## src/rtl/to_lower_stream_if.sv

```systemverilog
// Byte-stream handshake bundle for the to_lower_stream block: upstream push side and downstream pop side.
// The master modport is the environment (source and sink), the slave modport is the converter.
interface to_lower_stream_if;
    logic       in_valid;
    logic       in_ready;
    logic [7:0] in_data;
    logic       out_valid;
    logic       out_ready;
    logic [7:0] out_data;

    modport master (
        output in_valid,
        output in_data,
        output out_ready,
        input  in_ready,
        input  out_valid,
        input  out_data
    );

    modport slave (
        input  in_valid,
        input  in_data,
        input  out_ready,
        output in_ready,
        output out_valid,
        output out_data
    );
endinterface

```

## src/rtl/to_lower_stream.sv

```systemverilog
// Streaming ASCII upper-to-lower case converter with a DEPTH-entry circular FIFO
// and a saturating count of converted bytes.
module to_lower_stream #(
    parameter int DEPTH = 4,
    parameter int CNT_W = 16
) (
    input  logic             clk,
    input  logic             rst,
    to_lower_stream_if.slave bus,
    output logic [CNT_W-1:0] conv_count,
    input  logic             clr_count
);
    localparam int               AW      = (DEPTH > 1) ? $clog2(DEPTH) : 1;
    localparam logic [AW:0]      FULL    = (AW + 1)'(DEPTH);
    localparam logic [CNT_W-1:0] CNT_MAX = '1;

    logic [7:0]    mem [DEPTH];
    logic [AW-1:0] wr_ptr;
    logic [AW-1:0] rd_ptr;
    logic [AW:0]   count;
    logic          push;
    logic          pop;
    logic          is_upper;
    logic [7:0]    stored;

    // in_ready looks only at occupancy, so a full FIFO never passes a byte through on a pop
    assign bus.in_ready  = (count < FULL);
    assign bus.out_valid = (count != '0);
    assign bus.out_data  = mem[rd_ptr];

    assign push     = bus.in_valid && bus.in_ready;
    assign pop      = bus.out_valid && bus.out_ready;
    assign is_upper = (bus.in_data >= 8'h41) && (bus.in_data <= 8'h5A);
    assign stored   = is_upper ? (bus.in_data | 8'h20) : bus.in_data;

    always_ff @(posedge clk) begin
        if (rst) begin
            count      <= '0;
            wr_ptr     <= '0;
            rd_ptr     <= '0;
            conv_count <= '0;
        end else begin
            if (push) begin
                wr_ptr <= wr_ptr + 1'b1;
            end
            if (pop) begin
                rd_ptr <= rd_ptr + 1'b1;
            end
            case ({push, pop})
                2'b10:   count <= count + 1'b1;
                2'b01:   count <= count - 1'b1;
                default: count <= count;
            endcase
            if (clr_count) begin
                conv_count <= '0;
            end else if (push && is_upper && (conv_count != CNT_MAX)) begin
                conv_count <= conv_count + 1'b1;
            end
        end
    end

    // Storage has no reset; entries are only meaningful while counted in occupancy
    always_ff @(posedge clk) begin
        if (push && !rst) begin
            mem[wr_ptr] <= stored;
        end
    end
endmodule
```

## src/flat_wrapper.sv

```systemverilog
// flat-port wrapper written by rule: the top's interface ports become plain ports
module to_lower_stream_flat 
#(
    parameter int DEPTH = 4,
    parameter int CNT_W = 16
)
  (clk, rst, conv_count, clr_count, bus_in_valid, bus_in_data, bus_out_ready, bus_in_ready, bus_out_valid, bus_out_data);
  to_lower_stream_if bus_i ();
  input  logic clk;
  input  logic rst;
  output logic [CNT_W-1:0] conv_count;
  input  logic clr_count;
  input wire logic [$bits(bus_i.in_valid)-1:0] bus_in_valid;
  input wire logic [$bits(bus_i.in_data)-1:0] bus_in_data;
  input wire logic [$bits(bus_i.out_ready)-1:0] bus_out_ready;
  output wire logic [$bits(bus_i.in_ready)-1:0] bus_in_ready;
  output wire logic [$bits(bus_i.out_valid)-1:0] bus_out_valid;
  output wire logic [$bits(bus_i.out_data)-1:0] bus_out_data;
  assign bus_i.in_valid = bus_in_valid;
  assign bus_i.in_data = bus_in_data;
  assign bus_i.out_ready = bus_out_ready;
  assign bus_in_ready = bus_i.in_ready;
  assign bus_out_valid = bus_i.out_valid;
  assign bus_out_data = bus_i.out_data;
  to_lower_stream #(.DEPTH(DEPTH), .CNT_W(CNT_W)) u_core (.clk(clk), .rst(rst), .bus(bus_i), .conv_count(conv_count), .clr_count(clr_count));
endmodule
```

## config.mk

```make
export PLATFORM = sky130hd
export DESIGN_NAME = to_lower_stream_flat
export DESIGN_NICKNAME = d
export VERILOG_FILES = /design/src/rtl/to_lower_stream_if.sv /design/src/rtl/to_lower_stream.sv /design/src/flat_wrapper.sv
export SDC_FILE = /design/constraint.sdc
export NUM_CORES = 1
export LEC_CHECK = 0
export ABC_CLOCK_PERIOD_IN_PS = 3000
export CAP_MARGIN = 20
export CORE_MARGIN = 10
export CORE_UTILIZATION = 34
export CTS_CLUSTER_DIAMETER = 30
export CTS_CLUSTER_SIZE = 16
export DETAILED_ROUTE_END_ITERATION = 8
export PLACE_DENSITY = 0.52
export REMOVE_ABC_BUFFERS = 1
export SLEW_MARGIN = 10
export SYNTH_ARGS = -nofsm -noshare
export SYNTH_HDL_FRONTEND = slang
export SYNTH_SLANG_ARGS = --single-unit
```

## constraint.sdc

```tcl
create_clock -name clk -period 3 [get_ports clk]
set_input_delay 0.9 -clock clk [delete_from_list [all_inputs] [get_ports clk]]
set_output_delay 0.9 -clock clk [all_outputs]
set_load 0.02 [all_outputs]
```

==> impl_metrics.env <==
export IMPL_period_minus_slack_ns=2.84
export IMPL_rows=30
export IMPL_clkSinkCount=57
export IMPL_power_switching_uw=652
export IMPL_p_int_mw=1.66
export IMPL_relSlewSlack=0.554
export IMPL_hold_end="u_core.conv_count[1]"
export IMPL_initial_core_util=0.355
export IMPL_status="finished clean"
export IMPL_reg2reg_depth=7
export IMPL_cap_violations=0
export IMPL_synth_top_area_frac=0.394
export IMPL_start_kind="flip-flop"
export IMPL_switching_share=0.281
export IMPL_synth_seq_cells=57
export IMPL_cts_buffer_depth=2
export IMPL_critPathCaptureType="output port"
export IMPL_cts_tree="done"
export IMPL_synth_area_leaders="edfxtp_1 39%, dfxtp_1 21%, mux4_2 7.4%"
export IMPL_routed_wl_um=5140
export IMPL_finalClockSkew_ns=0.00554
export IMPL_antenna_found_initial=0
export IMPL_drc_errors=0
export IMPL_multiInputGateArea_sq_um=903
export IMPL_clk_latency_ns=0.33
export IMPL_reg2reg_from="u_core.conv_count[0]"
export IMPL_synth_area_sq_um=2440
export IMPL_routedWlPerCell_um=14.6
export IMPL_final_fill_count=655
export IMPL_p_leak_nw=1.05
export IMPL_rsz0062_at_grt="no"
export IMPL_min_from="u_core.conv_count[1]"
export IMPL_clk_pin_slew_ns=0.07
export IMPL_regArea_sq_um=1460
export IMPL_htreeDepth=3
export IMPL_regToRegEndpoint="u_core.conv_count[3]"
export IMPL_antenna_left=0
export IMPL_drive_gt1_frac=0.167
export IMPL_numPortBuffers=38
export IMPL_syn_instance_count=197
export IMPL_overflow=0
export IMPL_async_flop_share=0
export IMPL_arrival_ns=1.94
export IMPL_regToRegSetupSlack_ns=0.81
export IMPL_slew_violations=0
export IMPL_power_density_nw_per_um2=716
export IMPL_die_h_um=105
export IMPL_postCtsResizedCells=0
export IMPL_synth_edf_count=32
export IMPL_synthFlopType="edfxtp_1"
export IMPL_period_share=0.947
export IMPL_synth_common_cells="32 x edfxtp_1, 25 x dfxtp_1, 17 x a21oi_1"
export IMPL_hold_depth=2
export IMPL_setup_viol=0
export IMPL_io_pins=39
export IMPL_area_growth_pct=32.5
export IMPL_cts_setup_buffers=0
export IMPL_postCtsHoldBufs=0
export IMPL_cts_buffers=9
export IMPL_synth_seq_area_share=0.599
export IMPL_hpwl_um=3650
export IMPL_p_total_mw=2.32
export IMPL_die_w_um=105
export IMPL_crit_fanout=8
export IMPL_drt_iter0_markers=50
export IMPL_hold_path_class="reg2reg"
export IMPL_worst_pin_slew_ns=0.664
export IMPL_grt_pass1_vias=1717
export IMPL_synthDistinctLibCells=38
export IMPL_layoutNonFillerInstCount=353
export IMPL_syn_area_per_cell_sq_um=12.4
export IMPL_synth_top_area_cell="edfxtp_1"
export IMPL_worstPathRequired_ns=2.10
export IMPL_viasPerCell=4.75
export IMPL_diodes=0
export IMPL_clkPwrFrac=0.350
export IMPL_dieArea_sq_um=11000
export IMPL_gp_congestion=0.732
export IMPL_clock_fmax_mhz=352
export IMPL_comb_power_share=0.247
export IMPL_root_buffer="clkbuf_8"
export IMPL_final_hold_viol_count=0
export IMPL_vias=1675
export IMPL_path_class="reg2out"
export IMPL_pre_cts_ws_ns=-0.161
export IMPL_drt_pass1_iter_count=4
export IMPL_power_frac_seq=0.403
export IMPL_core_area_sq_um=6870
export IMPL_grt_max_degree=16
export IMPL_grt_first_pass_wirelength_um=8580
export IMPL_track_usage=0.0959
export IMPL_fin_ws_ns=0.160
export IMPL_ir_worst_vdd_v=0.000279
export IMPL_fin_nets=272
export IMPL_yosysMostFrequentCell="edfxtp_1"
export IMPL_place_inst=337
export IMPL_synth_warnings=0
[placed cells by master, fill, tap and decap left out, types with 2 or more instances in the layout]
cell              n
xnor2_1           3
edfxtp_1         32
or3_1             9
clkdlybuf4s50_1  38
bufinv_16         2
nand4_1           5
inv_6             2
and2_1            5
ha_1              6
buf_4            14
clkinv_4          2
a21o_1            2
mux2i_1           2
nand2_1           8
inv_1            10
or4_1             4
xor2_1            3
nand3_1           7
o21ai_1           7
dfxtp_1          25
mux4_2            8
clkbuf_8          9
nor2_1           16
o31ai_1           3
a211oi_1          2
a21oi_1          17
o21ai_0           2
[stage by stage]
stage | setup TNS (ns) | cell area [sq um] | hold WS (ns) | utilization
2_1_floorplan | 0 | 2400 | 0.472 | -
3_3_place_gp | -0.742 | 3010 | 0.498 | 0.438
3_5_place_dp | -1.06 | 3010 | 0.488 | 0.438
4_1_cts | 0 | 3230 | 0.505 | 0.471
5_1_grt | 0 | 3230 | 0.543 | 0.471
6_report | 0 | 3230 | 0.502 | 0.471
[metal layers]
| layer | track usage | share of wire | up-vias |
|---|---|---|---|
| met5 | 0 | 0 | - |
| met3 | 0.0393 | 0.061 | 10 |
| met4 | 0.0471 | 0.015 | 0 |
| met1 | 0.128 | 0.50 | 782 |
| li1 | - | - | 842 |
| met2 | 0.130 | 0.42 | 41 |
[power groups by stage]
stage	sequential (mW)	combinational (mW)	clock, mW
after floorplan	0.963	0.337	0
after global placement	0.951	0.581	0
after detailed placement	0.953	0.585	0
after CTS	0.935	0.588	0.832
after global routing	0.942	0.624	0.859
final	0.934	0.572	0.810
[logic make-up after synthesis]
group           count (synthesis)  share of synthesized area
compound gates                 37                     0.0866
xor+xnor                        6                     0.0215
flops                          57                      0.599
buf+inv                        18                     0.0313
mux                            10                     0.0820
fa+ha+maj                       7                     0.0390
simple gates                   62                      0.141
[final cells by class]
type	count	share of cell area
inverter	10	0.0116
timing repair buffer	52	0.150
multi-input combinational	122	0.279
clock buffer	9	0.0383
tap	96	0.0371
clock inverter	7	0.0317
sequential	57	0.452
[critical path, stage by stage, from the launching register on]
cell	delay [ns]
dfxtp_1	0.31
buf_4	0.20
mux4_2	0.53
clkdlybuf4s50_1	0.56
[worst max-delay path by stage]
stage                        start                     to  slack (ns)  cells after the start
floorplan           bus_in_data[7]  u_core.conv_count[13]        0.39                      5
global placement    bus_in_data[7]   u_core.conv_count[3]       -0.14                      7
detailed placement  bus_in_data[7]   u_core.conv_count[3]       -0.16                      7
CTS                      flip-flop        bus_out_data[5]        0.10                      3
global route        bus_in_data[7]   u_core.conv_count[9]        0.02                      7
finish                   flip-flop        bus_out_data[5]        0.16                      3
[flip-flops by register name (all words and copies together) (netlist names), named ones only]
signal	flops
u_core.rd_ptr	2
u_core.conv_count	16
u_core.mem	32
u_core.count	3
u_core.wr_ptr	2
Power figures use the tool's default switching activity.
